[config.mk]
export PLATFORM = sky130hd
export DESIGN_NAME = wbgpio_master
export DESIGN_NICKNAME = d
export VERILOG_FILES = /design/src/rtl/wbgpio_master_pkg.sv /design/src/rtl/wb_timeout.sv /design/src/rtl/wbgpio_master.sv
export SDC_FILE = /design/constraint.sdc
export NUM_CORES = 1
export LEC_CHECK = 0
export CORE_UTILIZATION = 38
export CTS_BUF_LIST = sky130_fd_sc_hd__clkbuf_8
export CTS_CLUSTER_SIZE = 25
export DETAILED_ROUTE_END_ITERATION = 16
export GPL_ROUTABILITY_DRIVEN = 0
export PLACE_DENSITY = 0.72
export SYNTH_ARGS = -nofsm -noshare
export SYNTH_HDL_FRONTEND = slang
export SYNTH_SLANG_ARGS = --single-unit
[constraint.sdc]
create_clock -name i_clk -period 3.7 [get_ports i_clk]
set_clock_uncertainty 0.2 [all_clocks]
set_input_delay 0.925 -clock i_clk [delete_from_list [all_inputs] [get_ports i_clk]]
set_output_delay 0.925 -clock i_clk [all_outputs]
set_load 0.01 [all_outputs]
[src/rtl/wbgpio_master_pkg.sv]
// Shared types and helpers for the Wishbone GPIO initiator: command opcodes,
// bus state encoding and the set/clear write-word formation.
package wbgpio_master_pkg;

   typedef enum logic [1:0] {
      OP_READ  = 2'd0,
      OP_SET   = 2'd1,
      OP_CLEAR = 2'd2,
      OP_WRITE = 2'd3
   } op_e;

   typedef enum logic [1:0] {
      ST_IDLE = 2'd0,
      ST_REQ  = 2'd1,
      ST_WAIT = 2'd2
   } state_e;

   localparam logic [3:0] WB_SEL_ALL = 4'hf;

   // The peripheral takes a write mask in [31:16] and the new bit values in [15:0].
   function automatic logic [31:0] form_wdata(input op_e op, input logic [15:0] mask,
                                              input logic [15:0] val);
      logic [31:0] word;
      word = 32'h0;
      case (op)
         OP_SET:   word = {mask, mask};
         OP_CLEAR: word = {mask, 16'h0};
         OP_WRITE: word = {mask, val & mask};
         default:  word = 32'h0;
      endcase
      return word;
   endfunction

endpackage

[src/rtl/wb_timeout.sv]
// Bus-cycle watchdog: cleared when a transaction launches, counts every cycle
// the bus cycle is open and flags the cycle on which the limit is reached.
module wb_timeout #(
   parameter int TIMEOUT = 1023
) (
   input  logic clk,
   input  logic rst_n,
   input  logic clear,
   input  logic en,
   output logic expired
);

   localparam int CW = $clog2(TIMEOUT + 1);
   localparam logic [CW-1:0] LIMIT = CW'(TIMEOUT);
   localparam logic [CW-1:0] LAST  = CW'(TIMEOUT - 1);

   logic [CW-1:0] count;

   // NOTE: sequential state uses non-blocking assignments so every register
   // samples pre-edge values regardless of process ordering.
   always_ff @(posedge clk or negedge rst_n) begin
      if (!rst_n) begin
         count <= '0;
      end else if (clear) begin
         count <= '0;
      end else if (en && (count != LIMIT)) begin
         count <= count + CW'(1);
      end
   end

   // Flag on the edge that brings the count to TIMEOUT, so cyc is open exactly TIMEOUT cycles.
   assign expired = en && (count == LAST);

endmodule

[src/rtl/wbgpio_master.sv]
// Wishbone initiator for a single-register 16-in/16-out GPIO peripheral:
// host set/clear/write/read commands plus interrupt-driven shadow refresh.
module wbgpio_master
   import wbgpio_master_pkg::*;
#(
   parameter int                AW        = 30,
   parameter logic [AW-1:0]     GPIO_ADDR = '0,
   parameter int                TIMEOUT   = 1023
) (
   input  logic          i_clk,
   input  logic          i_reset_n,
   input  logic          i_cmd_stb,
   output logic          o_cmd_busy,
   input  logic [1:0]    i_cmd_op,
   input  logic [15:0]   i_cmd_mask,
   input  logic [15:0]   i_cmd_val,
   output logic          o_rsp_stb,
   output logic          o_rsp_err,
   output logic [31:0]   o_rsp_data,
   input  logic          i_int,
   output logic [15:0]   o_gpio_in,
   output logic          o_in_change,
   output logic          o_wb_cyc,
   output logic          o_wb_stb,
   output logic          o_wb_we,
   output logic [AW-1:0] o_wb_addr,
   output logic [31:0]   o_wb_data,
   output logic [3:0]    o_wb_sel,
   input  logic          i_wb_stall,
   input  logic          i_wb_ack,
   input  logic          i_wb_err,
   input  logic [31:0]   i_wb_data
);

   state_e state, state_nxt;
   logic   int_pend;
   logic   pend;
   logic   auto_txn;
   logic   launch_auto, launch_cmd, launch;
   logic   done;
   logic   timeout_hit;
   logic   bus_end, bus_err;

   // An interrupt arriving this cycle already blocks a competing host command.
   assign pend    = int_pend | i_int;
   assign launch  = launch_auto | launch_cmd;
   assign bus_end = i_wb_ack | i_wb_err | timeout_hit;
   assign bus_err = i_wb_err | (timeout_hit & ~i_wb_ack);

   assign o_wb_cyc   = (state != ST_IDLE);
   assign o_wb_stb   = (state == ST_REQ);
   assign o_cmd_busy = (state != ST_IDLE) | pend;
   assign o_wb_addr  = GPIO_ADDR;
   assign o_wb_sel   = WB_SEL_ALL;

   wb_timeout #(
      .TIMEOUT (TIMEOUT)
   ) u_timeout (
      .clk     (i_clk),
      .rst_n   (i_reset_n),
      .clear   (launch),
      .en      (o_wb_cyc),
      .expired (timeout_hit)
   );

   always_ff @(posedge i_clk or negedge i_reset_n) begin
      if (!i_reset_n) begin
         state <= ST_IDLE;
      end else begin
         state <= state_nxt;
      end
   end

   // NOTE: every signal driven here gets a default first, so no path infers a latch.
   always_comb begin
      state_nxt   = state;
      launch_auto = 1'b0;
      launch_cmd  = 1'b0;
      done        = 1'b0;
      case (state)
         ST_IDLE: begin
            if (pend) begin
               launch_auto = 1'b1;
               state_nxt   = ST_REQ;
            end else if (i_cmd_stb) begin
               launch_cmd = 1'b1;
               state_nxt  = ST_REQ;
            end
         end
         ST_REQ: begin
            if (bus_end) begin
               done      = 1'b1;
               state_nxt = ST_IDLE;
            end else if (!i_wb_stall) begin
               state_nxt = ST_WAIT;
            end
         end
         ST_WAIT: begin
            if (bus_end) begin
               done      = 1'b1;
               state_nxt = ST_IDLE;
            end
         end
         default: state_nxt = ST_IDLE;
      endcase
   end

   // NOTE: the asynchronous reset clears every register here, so a reset
   // mid-transaction leaves no stale response, shadow or pending interrupt.
   always_ff @(posedge i_clk or negedge i_reset_n) begin
      if (!i_reset_n) begin
         int_pend    <= 1'b0;
         auto_txn    <= 1'b0;
         o_wb_we     <= 1'b0;
         o_wb_data   <= 32'h0;
         o_rsp_stb   <= 1'b0;
         o_rsp_err   <= 1'b0;
         o_rsp_data  <= 32'h0;
         o_gpio_in   <= 16'h0;
         o_in_change <= 1'b0;
      end else begin
         o_rsp_stb   <= 1'b0;
         o_in_change <= 1'b0;

         if (launch_auto) begin
            int_pend <= 1'b0;
         end else if (i_int) begin
            int_pend <= 1'b1;
         end

         if (launch) begin
            auto_txn  <= launch_auto;
            o_wb_we   <= launch_cmd && (op_e'(i_cmd_op) != OP_READ);
            o_wb_data <= launch_cmd ? form_wdata(op_e'(i_cmd_op), i_cmd_mask, i_cmd_val)
                                    : 32'h0;
         end

         if (done) begin
            if (!auto_txn) begin
               o_rsp_stb  <= 1'b1;
               o_rsp_err  <= bus_err;
               o_rsp_data <= (!bus_err && !o_wb_we) ? i_wb_data : 32'h0;
            end
            // Inputs live in the upper half of the register; failed reads leave the shadow alone.
            if (!bus_err && !o_wb_we) begin
               o_gpio_in   <= i_wb_data[31:16];
               o_in_change <= (i_wb_data[31:16] != o_gpio_in);
            end
         end
      end
   end

endmodule
==> impl_results.md <==
* Reg clk slew, reported paths at 90 ps
* Final Net Count at 624
* Top FF cell, synth: dfrtp_1
* Post-Synthesis Cells at 385
* Hpwl dp at 8170 um
* CTS Root Cell: clkbuf_8
* Max IR drop VDD at 304 uV
* Post-CTS Resized at 0
* R2r setup slk at 1170 ps
* Hold/Removal Path Class: reg2reg
* Worst EP required at 2570 ps
* Mapped Area at 4720 um2
* Commonest cells in the netlist: dfrtp_1, mux2_2, buf_4, and3_1, nand2b_1
* Critical Path Sink Type: output pin
* Initial antenna violation count at 0
* Syn Area/Cell at 12.3 um2
* Clock Tree Buf Depth at 2
* P&R area growth vs syn at 38.5%
* Post-route setup TNS at 0 ps
* Power Density at 647 nW/um2
* # setup viols final at 0
* Critical path type: in2out
* Fillers at 1,070
* Post-synth EDFFs at 0
* DR DRC count at 0
* Number of global-route vias before repair at 3,755
* Period Utilization, post-route at 93.7%
* DIE AREA at 12,900 um2
* Row cnt at 40
* Core footprint at 12,100 um2
* Post-synth top area share at 51.9%
* RSZ-0062 raised after global routing: no
* CTS tree: done
* Leakage at 0.00295 uW
* Global-route wire length before repair at 18,500 um
* H-tree Lvls at 3
* Yosys reg bits at 98
* Vias post-DR at 3,523
* Drt pass-1 iters at 4
* Status: finished clean
* Initial Util at 39.2%
* Max-cap violations at 0
* DRT Wirelength at 11,200 um
* Arr. time, crit path at 2340 ps
* Ant. Diodes at 0
* Postcts setup bufs at 0
* Tmin final at 3470 ps
* Total power at 4230 uW
* Largest net degree at the start of global routing at 51
* Clock sinks at 98
* Slew headroom at 29.8%
* Sequential share of the synthesized area at 51.9%
* IO Pins at 194
* Drt initial violations at 153
* Total grt overflow at 0
* Clk_lat worst skew at 360 ps
* Wire length per cell at 15.7 um
* Port bufs at 159
* Share of layout cells above drive strength 1 at 14.9%
* Yosys Warn Count at 0
* Max-slew violations at 0
* Vias per inst at 4.91
* Top post-synthesis cells by area: dfrtp_1, mux2_2, buf_4, and3_1, a32o_1
* Max Clk Rate at 288 MHz
* FFs w/ async S/R, synth at 100%
* Die Ht at 113 um
* GR Util All Layers at 18.2%
* Crit path max fanout at 5
* Synth area leader: dfrtp_1
* Most frequent cell after synthesis: dfrtp_1
* Number of buffers created by CTS at 9
* Number of distinct library cells after synthesis at 44
* Final ANT Viol Nets at 0
* Die X at 113 um
* Hold buffers post-CTS at 0
* Hold Fails Final Rpt at 0
* Worst slew pin tran at 1050 ps
* Startpoint Class: input pin
-- per-stage QoR --
step	std cells	setup slack [ps]	hold slack [ps]	instance area (um2)	util [%]
floorplan	417	1290	264	4840	-
global placement	702	278	270	6380	52.9
detailed placement	702	242	283	6380	52.9
CTS	717	225	306	6540	54.2
global route	717	84.6	322	6540	54.2
finish	717	232	301	6540	54.2
-- critical path: stages --
cell	delay, ps
clkdlybuf4s50_1	450
nor2_1	270
nand2_1	160
clkdlybuf4s50_1	530
-- metal layers --
layer / vias to the layer above / routed length [um] / track usage, % / part of all wire, %
met5: - / 0 / 0 / 0
met4: 0 / 50 / 5.26 / 0.44
met3: 2 / 942 / 5.95 / 8.4
met2: 156 / 5370 / 29.9 / 48
met1: 1729 / 4880 / 22.9 / 43
li1: 1636 / - / - / -
-- path summary, 6_finish.rpt --
check	from	end	cells past startpoint
max	i_int	o_cmd_busy	4
min	o_wb_data[12]$_DFFE_PN0N_	o_wb_data[12]$_DFFE_PN0N_	1
max reg2reg	state[0]$_DFFE_PN0P_	o_rsp_data[11]$_DFFE_PN0P_	7
min reg2reg	o_wb_data[12]$_DFFE_PN0N_	o_wb_data[12]$_DFFE_PN0N_	1
max in group asynchronous	i_reset_n	o_gpio_in[11]$_DFFE_PN0P_	2
min in group asynchronous	i_reset_n	o_wb_data[1]$_DFFE_PN0N_	1
-- report_power, final --
part / internal [uW] / switching [uW]
registers: 1430 / 250
clock network: 238 / 375
logic: 1130 / 810
-- registers in the layout, summed over array words and instances (netlist names) --
| signal | flops |
|---|---|
| o_rsp_data | 32 |
| o_wb_we | 1 |
| o_in_change | 1 |
| auto_txn | 1 |
| o_rsp_err | 1 |
| int_pend | 1 |
| u_timeout.count | 10 |
| state | 2 |
| o_gpio_in | 16 |
| o_wb_data | 32 |
| o_rsp_stb | 1 |
-- logic make-up (layout without fill, tap and decap cells) --
group | count (synthesis) | after routing | share of synthesized area, %
DFF | 98 | 98 | 51.9
AOI/OAI and AO/OA | 56 | 56 | 9.85
other | 2 | 34 | 0.159
and+or+nand+nor | 93 | 93 | 12.3
xor gates and xnor gates | 18 | 18 | 3.34
adders and majority gates | 6 | 6 | 1.59
buffers and inverters | 59 | 191 | 8.29
muxes | 53 | 53 | 12.5
-- cells in the final DEF (no fill, tap or decap), drive strengths merged, types with 5 or more instances in the layout --
cell type and instances:
dfrtp 98, a32o 16, xor2 10, o21ai 5
nand2 10, inv 10, mux2 49, nand4 6
a21oi 8, and3 35, xnor2 8, buf 11
nor3 5, nor2 8, conb 34, nand2b 18
a22o 16, ha 6, clkdlybuf4s50 158, clkbuf 9
-- cell type report --
class	count	area, um2	share of cell area [%]
Sequential cell	98	2450	37.5
Multi-Input combinational cell	260	2020	30.8
Timing Repair Buffer	169	1680	25.6
Tap cell	168	210	3.21
Clock buffer	9	124	1.89
Clock inverter	6	35.0	0.536
Inverter	7	26.3	0.402
Note: power is estimated with default switching activity, not from simulation.
